## src/rtl/dispatch_queue_if.sv

```systemverilog
// rtl/dispatch_queue_if.sv - fetch, register-file, ROB and dispatch signals of dispatch_queue
// slave is the dispatch queue side; master is the surrounding pipeline.
interface dispatch_queue_if #(
  parameter int ROB_ID_W = 5
);
  logic                _clear;
  logic                _inst_ready_in;
  logic [31:0]         _inst_in;
  logic [31:0]         _inst_addr;
  logic                _iq_full;
  logic                _jump_valid;
  logic [31:0]         _jump_target;
  logic [4:0]          _get_register_id_1;
  logic [4:0]          _get_register_id_2;
  logic                _reg_has_dep_1;
  logic                _reg_has_dep_2;
  logic [ROB_ID_W-1:0] _reg_dep_1;
  logic [ROB_ID_W-1:0] _reg_dep_2;
  logic [31:0]         _reg_value_1;
  logic [31:0]         _reg_value_2;
  logic [ROB_ID_W-1:0] _get_rob_status_1;
  logic [ROB_ID_W-1:0] _get_rob_status_2;
  logic                _rob_register_ready_1;
  logic                _rob_register_ready_2;
  logic [31:0]         _rob_register_value_1;
  logic [31:0]         _rob_register_value_2;
  logic                _rename_valid;
  logic [4:0]          _rename_rd;
  logic [ROB_ID_W-1:0] _rename_tag;
  logic                _rob_full;
  logic                _rs_full;
  logic                _lsb_full;
  logic [ROB_ID_W-1:0] _rob_tail_id;
  logic                _rob_ready;
  logic                _rs_ready;
  logic                _lsb_ready;
  logic [4:0]          _disp_op;
  logic [2:0]          _disp_funct3;
  logic                _disp_funct7b5;
  logic [ROB_ID_W-1:0] _disp_rob_id;
  logic [4:0]          _disp_rd;
  logic [31:0]         _disp_pc;
  logic [31:0]         _disp_imm;
  logic                _disp_has_dep_1;
  logic                _disp_has_dep_2;
  logic [ROB_ID_W-1:0] _disp_dep_1;
  logic [ROB_ID_W-1:0] _disp_dep_2;
  logic [31:0]         _disp_val_1;
  logic [31:0]         _disp_val_2;
  logic                _disp_illegal;

  modport slave (
    input  _clear, _inst_ready_in, _inst_in, _inst_addr,
    input  _reg_has_dep_1, _reg_has_dep_2, _reg_dep_1, _reg_dep_2, _reg_value_1, _reg_value_2,
    input  _rob_register_ready_1, _rob_register_ready_2, _rob_register_value_1, _rob_register_value_2,
    input  _rob_full, _rs_full, _lsb_full, _rob_tail_id,
    output _iq_full, _jump_valid, _jump_target, _get_register_id_1, _get_register_id_2,
    output _get_rob_status_1, _get_rob_status_2, _rename_valid, _rename_rd, _rename_tag,
    output _rob_ready, _rs_ready, _lsb_ready, _disp_op, _disp_funct3, _disp_funct7b5,
    output _disp_rob_id, _disp_rd, _disp_pc, _disp_imm, _disp_has_dep_1, _disp_has_dep_2,
    output _disp_dep_1, _disp_dep_2, _disp_val_1, _disp_val_2, _disp_illegal
  );

  modport master (
    output _clear, _inst_ready_in, _inst_in, _inst_addr,
    output _reg_has_dep_1, _reg_has_dep_2, _reg_dep_1, _reg_dep_2, _reg_value_1, _reg_value_2,
    output _rob_register_ready_1, _rob_register_ready_2, _rob_register_value_1, _rob_register_value_2,
    output _rob_full, _rs_full, _lsb_full, _rob_tail_id,
    input  _iq_full, _jump_valid, _jump_target, _get_register_id_1, _get_register_id_2,
    input  _get_rob_status_1, _get_rob_status_2, _rename_valid, _rename_rd, _rename_tag,
    input  _rob_ready, _rs_ready, _lsb_ready, _disp_op, _disp_funct3, _disp_funct7b5,
    input  _disp_rob_id, _disp_rd, _disp_pc, _disp_imm, _disp_has_dep_1, _disp_has_dep_2,
    input  _disp_dep_1, _disp_dep_2, _disp_val_1, _disp_val_2, _disp_illegal
  );
endinterface

```

## src/rtl/dispatch_queue.sv

```systemverilog
// rtl/dispatch_queue.sv - in-order RV32I instruction queue with head decode and dispatch
// Head entry is decoded combinationally; dispatch results are registered one-cycle pulses.
module dispatch_queue #(
  parameter int QUEUE_DEPTH = 4,
  parameter int ROB_ID_W    = 5
) (
  input logic              clk_in,
  input logic              rst_in,
  input logic              rdy_in,
  dispatch_queue_if.slave  bus
);
  localparam int PTR_W = $clog2(QUEUE_DEPTH);
  localparam int CNT_W = PTR_W + 1;
  localparam logic [CNT_W-1:0] DEPTH_C = CNT_W'(QUEUE_DEPTH);
  localparam int OPND_W = ROB_ID_W + 33;

  logic [31:0]      inst_q [QUEUE_DEPTH];
  logic [31:0]      pc_q   [QUEUE_DEPTH];
  logic [PTR_W-1:0] head_q, head_d, tail_q, tail_d;
  logic [CNT_W-1:0] count_q, count_d;

  logic        head_valid, legal, illegal;
  logic [31:0] inst, pc, imm, imm_i, imm_s, imm_b, imm_u, imm_j;
  logic [4:0]  op5, rd;
  logic        is_load, is_store, is_branch, is_jal, is_jalr, is_op, is_opimm, is_lui, is_auipc;
  logic        to_rs, to_lsb, uses_rs1, uses_rs2;
  logic        fire, jal_fire, enq;
  logic [OPND_W-1:0] opnd_1, opnd_2;

  logic                rob_ready_q, rs_ready_q, lsb_ready_q, jump_valid_q, illegal_q;
  logic [31:0]         jump_target_q, disp_pc_q, disp_imm_q;
  logic [4:0]          disp_op_q, disp_rd_q;
  logic [2:0]          disp_funct3_q;
  logic                disp_funct7b5_q;
  logic [ROB_ID_W-1:0] disp_rob_id_q;
  logic [OPND_W-1:0]   opnd_1_q, opnd_2_q;

  // Returns {has_dep, dep, val}; an unused operand resolves to all zeros.
  function automatic logic [OPND_W-1:0] resolve(input logic used, input logic has_dep,
                                                input logic [ROB_ID_W-1:0] dep, input logic [31:0] val,
                                                input logic rob_rdy, input logic [31:0] rob_val);
    if (!used)         return '0;
    else if (!has_dep) return {1'b0, {ROB_ID_W{1'b0}}, val};
    else if (rob_rdy)  return {1'b0, {ROB_ID_W{1'b0}}, rob_val};
    else               return {1'b1, dep, 32'h0};
  endfunction

  assign head_valid = (count_q != '0);
  assign inst       = inst_q[head_q];
  assign pc         = pc_q[head_q];
  assign op5        = inst[6:2];
  assign legal      = (inst[1:0] == 2'b11);

  assign imm_i = {{20{inst[31]}}, inst[31:20]};
  assign imm_s = {{20{inst[31]}}, inst[31:25], inst[11:7]};
  assign imm_b = {{19{inst[31]}}, inst[31], inst[7], inst[30:25], inst[11:8], 1'b0};
  assign imm_u = {inst[31:12], 12'h0};
  assign imm_j = {{11{inst[31]}}, inst[31], inst[19:12], inst[20], inst[30:21], 1'b0};

  always_comb begin
    is_load   = legal && (op5 == 5'b00000);
    is_opimm  = legal && (op5 == 5'b00100);
    is_auipc  = legal && (op5 == 5'b00101);
    is_store  = legal && (op5 == 5'b01000);
    is_op     = legal && (op5 == 5'b01100);
    is_lui    = legal && (op5 == 5'b01101);
    is_branch = legal && (op5 == 5'b11000);
    is_jalr   = legal && (op5 == 5'b11001);
    is_jal    = legal && (op5 == 5'b11011);
    to_lsb    = is_load || is_store;
    to_rs     = is_op || is_opimm || is_branch || is_jalr || is_lui || is_auipc;
    illegal   = !(to_lsb || to_rs || is_jal);
    uses_rs1  = is_load || is_store || is_op || is_opimm || is_branch || is_jalr;
    uses_rs2  = is_store || is_op || is_branch;
    rd        = (is_branch || is_store) ? 5'd0 : inst[11:7];
    imm       = 32'h0;
    if (is_load || is_opimm || is_jalr) imm = imm_i;
    else if (is_store)                  imm = imm_s;
    else if (is_branch)                 imm = imm_b;
    else if (is_lui || is_auipc)        imm = imm_u;
    else if (is_jal)                    imm = pc + 32'd4;
  end

  assign opnd_1 = resolve(uses_rs1, bus._reg_has_dep_1, bus._reg_dep_1, bus._reg_value_1,
                          bus._rob_register_ready_1, bus._rob_register_value_1);
  assign opnd_2 = resolve(uses_rs2, bus._reg_has_dep_2, bus._reg_dep_2, bus._reg_value_2,
                          bus._rob_register_ready_2, bus._rob_register_value_2);

  assign fire = !rst_in && rdy_in && !bus._clear && head_valid && !bus._rob_full &&
                !(to_rs && bus._rs_full) && !(to_lsb && bus._lsb_full);
  assign jal_fire = fire && is_jal;
  assign enq = !rst_in && rdy_in && !bus._clear && !jal_fire && bus._inst_ready_in && !bus._iq_full;

  always_comb begin
    head_d  = head_q;
    tail_d  = tail_q;
    count_d = count_q;
    if (rdy_in) begin
      if (bus._clear || jal_fire) begin
        head_d  = '0;
        tail_d  = '0;
        count_d = '0;
      end else begin
        if (fire) head_d = head_q + 1'b1;
        if (enq)  tail_d = tail_q + 1'b1;
        count_d = count_q + CNT_W'(enq) - CNT_W'(fire);
      end
    end
  end

  always_ff @(posedge clk_in) begin
    if (rst_in) begin
      head_q  <= '0;
      tail_q  <= '0;
      count_q <= '0;
    end else begin
      head_q  <= head_d;
      tail_q  <= tail_d;
      count_q <= count_d;
    end
  end

  always_ff @(posedge clk_in) begin
    if (enq) begin
      inst_q[tail_q] <= bus._inst_in;
      pc_q[tail_q]   <= bus._inst_addr;
    end
  end

  // Pulses follow fire every cycle; the payload holds its last dispatched value.
  always_ff @(posedge clk_in) begin
    if (rst_in) begin
      rob_ready_q     <= 1'b0;
      rs_ready_q      <= 1'b0;
      lsb_ready_q     <= 1'b0;
      jump_valid_q    <= 1'b0;
      jump_target_q   <= 32'h0;
      disp_op_q       <= 5'd0;
      disp_funct3_q   <= 3'd0;
      disp_funct7b5_q <= 1'b0;
      disp_rob_id_q   <= '0;
      disp_rd_q       <= 5'd0;
      disp_pc_q       <= 32'h0;
      disp_imm_q      <= 32'h0;
      opnd_1_q        <= '0;
      opnd_2_q        <= '0;
      illegal_q       <= 1'b0;
    end else begin
      rob_ready_q  <= fire;
      rs_ready_q   <= fire && to_rs;
      lsb_ready_q  <= fire && to_lsb;
      jump_valid_q <= jal_fire;
      if (jal_fire) jump_target_q <= pc + imm_j;
      if (fire) begin
        disp_op_q       <= op5;
        disp_funct3_q   <= inst[14:12];
        disp_funct7b5_q <= inst[30];
        disp_rob_id_q   <= bus._rob_tail_id;
        disp_rd_q       <= rd;
        disp_pc_q       <= pc;
        disp_imm_q      <= imm;
        opnd_1_q        <= opnd_1;
        opnd_2_q        <= opnd_2;
        illegal_q       <= illegal;
      end
    end
  end

  assign bus._iq_full           = (count_q == DEPTH_C);
  assign bus._get_register_id_1 = head_valid ? inst[19:15] : 5'd0;
  assign bus._get_register_id_2 = head_valid ? inst[24:20] : 5'd0;
  assign bus._get_rob_status_1  = bus._reg_dep_1;
  assign bus._get_rob_status_2  = bus._reg_dep_2;
  assign bus._rename_valid      = fire && (rd != 5'd0);
  assign bus._rename_rd         = bus._rename_valid ? rd : 5'd0;
  assign bus._rename_tag        = bus._rename_valid ? bus._rob_tail_id : '0;
  assign bus._rob_ready         = rob_ready_q;
  assign bus._rs_ready          = rs_ready_q;
  assign bus._lsb_ready         = lsb_ready_q;
  assign bus._jump_valid        = jump_valid_q;
  assign bus._jump_target       = jump_target_q;
  assign bus._disp_op           = disp_op_q;
  assign bus._disp_funct3       = disp_funct3_q;
  assign bus._disp_funct7b5     = disp_funct7b5_q;
  assign bus._disp_rob_id       = disp_rob_id_q;
  assign bus._disp_rd           = disp_rd_q;
  assign bus._disp_pc           = disp_pc_q;
  assign bus._disp_imm          = disp_imm_q;
  assign bus._disp_has_dep_1    = opnd_1_q[OPND_W-1];
  assign bus._disp_dep_1        = opnd_1_q[OPND_W-2:32];
  assign bus._disp_val_1        = opnd_1_q[31:0];
  assign bus._disp_has_dep_2    = opnd_2_q[OPND_W-1];
  assign bus._disp_dep_2        = opnd_2_q[OPND_W-2:32];
  assign bus._disp_val_2        = opnd_2_q[31:0];
  assign bus._disp_illegal      = illegal_q;
endmodule
```

## src/flat_wrapper.sv

```systemverilog
// flat-port wrapper written by rule: the top's interface ports become plain ports
module dispatch_queue_flat 
#(
  parameter int QUEUE_DEPTH = 4,
  parameter int ROB_ID_W    = 5
)
  (clk_in, rst_in, rdy_in, bus__clear, bus__inst_ready_in, bus__inst_in, bus__inst_addr, bus__reg_has_dep_1, bus__reg_has_dep_2, bus__reg_dep_1, bus__reg_dep_2, bus__reg_value_1, bus__reg_value_2, bus__rob_register_ready_1, bus__rob_register_ready_2, bus__rob_register_value_1, bus__rob_register_value_2, bus__rob_full, bus__rs_full, bus__lsb_full, bus__rob_tail_id, bus__iq_full, bus__jump_valid, bus__jump_target, bus__get_register_id_1, bus__get_register_id_2, bus__get_rob_status_1, bus__get_rob_status_2, bus__rename_valid, bus__rename_rd, bus__rename_tag, bus__rob_ready, bus__rs_ready, bus__lsb_ready, bus__disp_op, bus__disp_funct3, bus__disp_funct7b5, bus__disp_rob_id, bus__disp_rd, bus__disp_pc, bus__disp_imm, bus__disp_has_dep_1, bus__disp_has_dep_2, bus__disp_dep_1, bus__disp_dep_2, bus__disp_val_1, bus__disp_val_2, bus__disp_illegal);
  dispatch_queue_if #(.ROB_ID_W(ROB_ID_W)) bus_i ();
  input logic clk_in;
  input logic rst_in;
  input logic rdy_in;
  input wire logic [$bits(bus_i._clear)-1:0] bus__clear;
  input wire logic [$bits(bus_i._inst_ready_in)-1:0] bus__inst_ready_in;
  input wire logic [$bits(bus_i._inst_in)-1:0] bus__inst_in;
  input wire logic [$bits(bus_i._inst_addr)-1:0] bus__inst_addr;
  input wire logic [$bits(bus_i._reg_has_dep_1)-1:0] bus__reg_has_dep_1;
  input wire logic [$bits(bus_i._reg_has_dep_2)-1:0] bus__reg_has_dep_2;
  input wire logic [$bits(bus_i._reg_dep_1)-1:0] bus__reg_dep_1;
  input wire logic [$bits(bus_i._reg_dep_2)-1:0] bus__reg_dep_2;
  input wire logic [$bits(bus_i._reg_value_1)-1:0] bus__reg_value_1;
  input wire logic [$bits(bus_i._reg_value_2)-1:0] bus__reg_value_2;
  input wire logic [$bits(bus_i._rob_register_ready_1)-1:0] bus__rob_register_ready_1;
  input wire logic [$bits(bus_i._rob_register_ready_2)-1:0] bus__rob_register_ready_2;
  input wire logic [$bits(bus_i._rob_register_value_1)-1:0] bus__rob_register_value_1;
  input wire logic [$bits(bus_i._rob_register_value_2)-1:0] bus__rob_register_value_2;
  input wire logic [$bits(bus_i._rob_full)-1:0] bus__rob_full;
  input wire logic [$bits(bus_i._rs_full)-1:0] bus__rs_full;
  input wire logic [$bits(bus_i._lsb_full)-1:0] bus__lsb_full;
  input wire logic [$bits(bus_i._rob_tail_id)-1:0] bus__rob_tail_id;
  output wire logic [$bits(bus_i._iq_full)-1:0] bus__iq_full;
  output wire logic [$bits(bus_i._jump_valid)-1:0] bus__jump_valid;
  output wire logic [$bits(bus_i._jump_target)-1:0] bus__jump_target;
  output wire logic [$bits(bus_i._get_register_id_1)-1:0] bus__get_register_id_1;
  output wire logic [$bits(bus_i._get_register_id_2)-1:0] bus__get_register_id_2;
  output wire logic [$bits(bus_i._get_rob_status_1)-1:0] bus__get_rob_status_1;
  output wire logic [$bits(bus_i._get_rob_status_2)-1:0] bus__get_rob_status_2;
  output wire logic [$bits(bus_i._rename_valid)-1:0] bus__rename_valid;
  output wire logic [$bits(bus_i._rename_rd)-1:0] bus__rename_rd;
  output wire logic [$bits(bus_i._rename_tag)-1:0] bus__rename_tag;
  output wire logic [$bits(bus_i._rob_ready)-1:0] bus__rob_ready;
  output wire logic [$bits(bus_i._rs_ready)-1:0] bus__rs_ready;
  output wire logic [$bits(bus_i._lsb_ready)-1:0] bus__lsb_ready;
  output wire logic [$bits(bus_i._disp_op)-1:0] bus__disp_op;
  output wire logic [$bits(bus_i._disp_funct3)-1:0] bus__disp_funct3;
  output wire logic [$bits(bus_i._disp_funct7b5)-1:0] bus__disp_funct7b5;
  output wire logic [$bits(bus_i._disp_rob_id)-1:0] bus__disp_rob_id;
  output wire logic [$bits(bus_i._disp_rd)-1:0] bus__disp_rd;
  output wire logic [$bits(bus_i._disp_pc)-1:0] bus__disp_pc;
  output wire logic [$bits(bus_i._disp_imm)-1:0] bus__disp_imm;
  output wire logic [$bits(bus_i._disp_has_dep_1)-1:0] bus__disp_has_dep_1;
  output wire logic [$bits(bus_i._disp_has_dep_2)-1:0] bus__disp_has_dep_2;
  output wire logic [$bits(bus_i._disp_dep_1)-1:0] bus__disp_dep_1;
  output wire logic [$bits(bus_i._disp_dep_2)-1:0] bus__disp_dep_2;
  output wire logic [$bits(bus_i._disp_val_1)-1:0] bus__disp_val_1;
  output wire logic [$bits(bus_i._disp_val_2)-1:0] bus__disp_val_2;
  output wire logic [$bits(bus_i._disp_illegal)-1:0] bus__disp_illegal;
  assign bus_i._clear = bus__clear;
  assign bus_i._inst_ready_in = bus__inst_ready_in;
  assign bus_i._inst_in = bus__inst_in;
  assign bus_i._inst_addr = bus__inst_addr;
  assign bus_i._reg_has_dep_1 = bus__reg_has_dep_1;
  assign bus_i._reg_has_dep_2 = bus__reg_has_dep_2;
  assign bus_i._reg_dep_1 = bus__reg_dep_1;
  assign bus_i._reg_dep_2 = bus__reg_dep_2;
  assign bus_i._reg_value_1 = bus__reg_value_1;
  assign bus_i._reg_value_2 = bus__reg_value_2;
  assign bus_i._rob_register_ready_1 = bus__rob_register_ready_1;
  assign bus_i._rob_register_ready_2 = bus__rob_register_ready_2;
  assign bus_i._rob_register_value_1 = bus__rob_register_value_1;
  assign bus_i._rob_register_value_2 = bus__rob_register_value_2;
  assign bus_i._rob_full = bus__rob_full;
  assign bus_i._rs_full = bus__rs_full;
  assign bus_i._lsb_full = bus__lsb_full;
  assign bus_i._rob_tail_id = bus__rob_tail_id;
  assign bus__iq_full = bus_i._iq_full;
  assign bus__jump_valid = bus_i._jump_valid;
  assign bus__jump_target = bus_i._jump_target;
  assign bus__get_register_id_1 = bus_i._get_register_id_1;
  assign bus__get_register_id_2 = bus_i._get_register_id_2;
  assign bus__get_rob_status_1 = bus_i._get_rob_status_1;
  assign bus__get_rob_status_2 = bus_i._get_rob_status_2;
  assign bus__rename_valid = bus_i._rename_valid;
  assign bus__rename_rd = bus_i._rename_rd;
  assign bus__rename_tag = bus_i._rename_tag;
  assign bus__rob_ready = bus_i._rob_ready;
  assign bus__rs_ready = bus_i._rs_ready;
  assign bus__lsb_ready = bus_i._lsb_ready;
  assign bus__disp_op = bus_i._disp_op;
  assign bus__disp_funct3 = bus_i._disp_funct3;
  assign bus__disp_funct7b5 = bus_i._disp_funct7b5;
  assign bus__disp_rob_id = bus_i._disp_rob_id;
  assign bus__disp_rd = bus_i._disp_rd;
  assign bus__disp_pc = bus_i._disp_pc;
  assign bus__disp_imm = bus_i._disp_imm;
  assign bus__disp_has_dep_1 = bus_i._disp_has_dep_1;
  assign bus__disp_has_dep_2 = bus_i._disp_has_dep_2;
  assign bus__disp_dep_1 = bus_i._disp_dep_1;
  assign bus__disp_dep_2 = bus_i._disp_dep_2;
  assign bus__disp_val_1 = bus_i._disp_val_1;
  assign bus__disp_val_2 = bus_i._disp_val_2;
  assign bus__disp_illegal = bus_i._disp_illegal;
  dispatch_queue #(.QUEUE_DEPTH(QUEUE_DEPTH), .ROB_ID_W(ROB_ID_W)) u_core (.clk_in(clk_in), .rst_in(rst_in), .rdy_in(rdy_in), .bus(bus_i));
endmodule
```

## config.mk

```make
export PLATFORM = sky130hd
export DESIGN_NAME = dispatch_queue_flat
export DESIGN_NICKNAME = d
export VERILOG_FILES = /design/src/rtl/dispatch_queue_if.sv /design/src/rtl/dispatch_queue.sv /design/src/flat_wrapper.sv
export SDC_FILE = /design/constraint.sdc
export NUM_CORES = 1
export LEC_CHECK = 0
export CORE_ASPECT_RATIO = 0.8
export CORE_UTILIZATION = 46
export DETAILED_ROUTE_END_ITERATION = 6
export HOLD_SLACK_MARGIN = 0.1
export PLACE_DENSITY_LB_ADDON = 0.15
export SLEW_MARGIN = 20
export SYNTH_ARGS = -nofsm -noshare
export SYNTH_HDL_FRONTEND = slang
export SYNTH_SLANG_ARGS = --single-unit
```

## constraint.sdc

```tcl
create_clock -name clk_in -period 4.7 [get_ports clk_in]
set_input_delay 0.94 -clock clk_in [delete_from_list [all_inputs] [get_ports clk_in]]
set_output_delay 0.94 -clock clk_in [all_outputs]
set_load 0.02 [all_outputs]
```

======== Word level (Yosys, flattened, before mapping) ========
Memories as Yosys holds them, arrays and structs flattened. A register that Yosys moved wholly into a read port is not among the register bits.
Index checks and enable logic that the tools add are counted.
operators by class
  multiplexer cells ....................... 27
  reduce and logical (&&, ||, !) cells .... 58
  equal/unequal tests ..................... 10
  add/sub/neg operators ................... 6
operators with widths
  operator                                                          count
  38-bit two-way mux                                                6
  32-bit two-way mux                                                5
  32-bit by 3-bit adder with 32-bit output (second input constant)  1
  32-bit adder                                                      1
  5-bit two-way mux                                                 5
  1-bit logical AND                                                 24
  1-bit logical OR                                                  19
  2-bit two-way mux                                                 8
  5-bit by 4-bit == test with 1-bit output (second input constant)  3
  5-bit == test (second input constant)                             3
  5-bit by 3-bit == test with 1-bit output (second input constant)  2
  1-bit logical NOT                                                 8
  5-bit logical NOT                                                 1
  5-bit nonzero test                                                1
  2-bit by 1-bit adder with 2-bit output (second input constant)    2
  2-bit AND reduction                                               2
  2-bit nonzero test                                                2
  3-bit by 1-bit adder with 3-bit output                            1
  3-bit == test (second input constant)                             1
  3-bit two-way mux                                                 1
  3-bit nonzero test                                                1
  3-bit by 1-bit subtractor with 3-bit output                       1
  2-bit == test (second input constant)                             1
  1-bit two-way mux                                                 2
word-level totals
  bits of input ports ..................... 219
  bits in writable memories ............... 256
  register bits ........................... 203
  output and inout bits ................... 228
  memories kept ........................... 2
memories
  memory         depth  bits a word  read ports  clocked after Yosys merged registers in  write ports  RTL line              RTL
  u_core.inst_q  4      32           1           1                                        1            dispatch_queue.sv:17  logic [31:0] inst_q [QUEUE_DEPTH];
  u_core.pc_q    4      32           1           1                                        1            dispatch_queue.sv:18  logic [31:0] pc_q [QUEUE_DEPTH];

======== Longest topological paths before layout ========
  depth after elaboration ................. 19
  gate-level depth with buffers ........... 17
  gate-level depth less buffers ........... 15

======== Worst setup path before layout ========
No wires, ideal clock.
  path kind ............................... register to register
  start ................................... register with a tool-made name
  end ..................................... memory u_core.inst_q[0][0] (enable)
  buffers on the path ..................... 1
  path slack .............................. 0.266 ns
  period minus slack after synthesis ...... 4.434 ns
  cell stages (with the launch flop) ...... 11
  arrival ................................. 4.005 ns
  library setup time ...................... 0.429 ns
  cells stage by stage .................... dfxtp_1 -> buf_6 -> mux4_2 -> or3_1 -> or4b_1 -> nand3_2 -> inv_4 -> nand2_2 -> inv_2 -> nor2_1 -> and2_1
RTL lines
  item              RTL line
  end: declaration  dispatch_queue.sv:17

======== Worst setup path after layout ========
  start ................................... input port rdy_in
  end ..................................... output port bus__rename_valid
on the way
  cells in the longest elaborated chain, start to end .. 7
RTL lines
  item                             RTL line               RTL
  start: declaration               flat_wrapper.sv:11     input logic rdy_in;
  1-bit logical AND (5 in series)  dispatch_queue.sv:89   assign fire = !rst_in && rdy_in && !bus._clear && head_valid && !bus._rob_full &&
  1-bit logical AND                dispatch_queue.sv:90   !(to_rs && bus._rs_full) && !(to_lsb && bus._lsb_full);
  1-bit logical AND                dispatch_queue.sv:174  assign bus._rename_valid = fire && (rd != 5'd0);
  end: declaration                 flat_wrapper.sv:37     output wire logic [$bits(bus_i._rename_valid)-1:0] bus__rename_valid;
No other way between the ends.

==> run metrics <==
Most common cell on crit path clkdlybuf4s50_1; Final Hold Fails 0; hold path depth 2; Clock transition at path regs 60 ps; HP Class reg2reg; register area 11800 um2; critical path cell sequence clkdlybuf4s50_1 > or3b_2 > nor3_1 > nand3_4 > nor2_2 > o21a_1 > clkdlybuf4s50_1; vias in the first global route 14.4k; fin. max-slew vios 0; top post-synthesis cells by area edfxtp_1 39%, dfxtp_1 21%, mux4_2 7.2%; initial antenna violation count 6; R2R cell count 16; Data required, critical path 3760 ps; gr usage total 28.1%; WL per Instance 23.4 um; Util after Layout 62.9%; Port Buffers 446; Hold Buf Count CTS 0; GRT Residual Overflow 0; Setup crit end kind output pin; fillers 3264; Placer Congestion 0.968; Cell variety after synth 68; RSZ-0062 raised after global routing no; Yosys reg bits 461; placed cell areas 24800 um2; min cycle time layout 4490 ps; Layout area overhead 34.7%; starting density of the core 46.7%; first-pass GRT wire length 91300 um; CTS Buf Count 47; PD cells 319 nW/um2; CP Launch Type input port; critical path data arrival time 3550 ps; Yosys top cell area share 39.2%; Slew HR 36.7%; cell count after synthesis 1613; drt initial violations 1354; core area 42000 um2; synth warn 0; Post-synth EDFFs 256; CP max stage cell clkdlybuf4s50_1; CTS tree built; fmax 223 MHz; crit path kind in2out; multi-input logic area 7240 um2; Static Leak 8.92 nW; dominant delay contributor by cell family on the critical path simple AND/OR/NAND/NOR gates; DRC violations left 0; clock sinks 461; clk buf depth 3; async set-or-reset flop fraction in the synthesized netlist 0%; ys flop type edfxtp_1; Antenna Violating Nets Remaining 0; Cell Area, Synth 19600 um2; Setup TNS Final 0 ps; post-layout instance area 26400 um2; die span in y 187 um; Vias 15.0k; layout cell share with drive strength beyond 1 10.0%; Ports 447; Worst Skew 23.1 ps; Post-Syn Nets 1871; Post-DP HPWL 43900 um; Worst-Skew Late Latency 570 ps; Die Area 43500 um2; largest net degree at the start of global routing 114; vias per cell 5.68; drt total wl 61900 um; average size of a mapped cell 12.2 um2; CP peak stage delay 650 ps; status complete, no violations; number of H-tree levels 2; area leader, netlist edfxtp_1; nets@finish 2309; crit-path max FO 6; Max-cap violations 0; Cell Rows 67; DR pass1 iterations 6; Worst Max-Slew Pin Slew 950 ps; CTS root buffer clkbuf_16; CP Buf/Inv Count 2; Max IR drop VDD 248 uV; period utilisation layout 95.5%; sequential area share after synthesis 60.1%; chip width 233 um; Final Setup Violations 0; Crit path depth 7
power by group:
group | switching [mW] | internal, mW | total [mW] | leakage [nW]
clock network | 1.54 | 2.14 | 3.68 | 0.728
registers | 0.00319 | 4.26 | 4.27 | 3.96
logic | 0.221 | 0.256 | 0.477 | 4.23
Yosys cell counts, types with 8 or more instances:
library cell / instances
a211oi_1: 11
a21o_1: 11
a21oi_1: 141
a221oi_1: 19
a22o_1: 8
a22oi_1: 41
and2_1: 21
and3_1: 10
buf_2: 28
buf_4: 16
clkbuf_1: 58
dfxtp_1: 205
edfxtp_1: 256
ha_1: 37
inv_1: 19
mux4_2: 63
nand2_1: 204
nand3_1: 19
nand3b_1: 47
nor2_1: 71
nor2b_1: 47
nor3_1: 17
o21ai_0: 80
o31ai_1: 34
xnor2_1: 36
xor2_1: 21
state kept, by name (all words and copies together) (netlist names), named ones only:
register	flops
u_core.bus._lsb_ready	1
u_core.bus._disp_illegal	1
u_core.bus._disp_op	5
u_core.bus._disp_rd	5
u_core.count_q	3
u_core.bus._disp_imm	32
u_core.opnd_2_q	38
u_core.bus._jump_valid	1
u_core.pc_q	128
u_core.tail_q	2
u_core.bus._disp_rob_id	5
u_core.head_q	2
u_core.opnd_1_q	38
u_core.inst_q	128
u_core.bus._disp_pc	32
u_core.bus._rob_ready	1
u_core.bus._disp_funct3	3
u_core.bus._rs_ready	1
u_core.bus._jump_target	32
u_core.bus._disp_funct7b5	1
cell families after synthesis:
group | share of synthesized area [%]
DFF | 60.1
xor gates and xnor gates | 2.55
AOI/OAI and AO/OA | 12.2
and+or+nand+nor | 12.2
buffers and inverters | 3.12
adders and majority gates | 2.56
muxes | 7.29
cell type report:
cell class / count / share of cell area [%]
Multi-Input combinational cell: 1023 / 27.4
Clock inverter: 21 / 0.843
Timing Repair Buffer: 497 / 19.3
Antenna cell: 4 / 0.0379
Inverter: 21 / 0.308
Tap cell: 552 / 2.61
Sequential cell: 461 / 44.6
Clock buffer: 65 / 4.86
worst paths after layout:
path                       start             endpoint  slack (ps)
min          u_core.opnd_1_q[11]  u_core.opnd_1_q[11]         450
max reg2reg             register    u_core.count_q[2]         500
min reg2reg  u_core.opnd_1_q[11]  u_core.opnd_1_q[11]         450
max                       rdy_in    bus__rename_valid         210
per-layer routing:
layer	wire length [um]	share of wire (%)	GRT usage (%)	vias up
met5	21	0.034	0	-
met4	1780	2.9	8.97	4
met3	5790	9.4	7.23	113
met2	28300	46	43.3	661
met1	26000	42	38.9	7358
li1	-	-	-	6874
stage by stage:
step / hold WS [ps] / instances / total power [mW] / worst slack [ps]
floorplan: 473 / 1613 / 4.54 / 266
global placement: 435 / 2549 / 4.81 / 29.7
detailed placement: 442 / 2549 / 4.82 / 5.95
CTS: 455 / 2639 / 8.48 / 43.2
global route: 468 / 2640 / 8.70 / 111
finish: 453 / 2644 / 8.42 / 210
tightest hold or removal path, delay by kind of cell, from the launching register on:
kind,cells,cell delay [ps]
AOI/OAI and AO/OA,1,50
and+or+nand+nor,1,40
DFF,1,320
timing repair:
| action | 4_1_cts | 5_1_grt |
|---|---|---|
| gates cloned | 1 | 0 |
| setup buffers | 3 | 1 |
| gates resized for setup | 3 | 5 |
| endpoints found under the setup margin | 5 | 5 |
| hold endpoints to repair | 0 | 0 |
| pin swaps | 0 | 0 |
layout by cell type (no fill, tap or decap), types with 21 or more instances in the layout:
cell and n:
nand3b_1 47, o21ai_0 80, ha_1 37, xnor2_1 36, buf_4 34, edfxtp_1 256, mux4_2 63, clkbuf_16 48
o31ai_1 34, dfxtp_1 203, clkdlybuf4s50_1 440, nor2_1 70, a21oi_1 141, nand2_1 204, nor2b_1 47, a22oi_1 41
xor2_1 21
No activity file was read; power rests on OpenSTA's default activity.
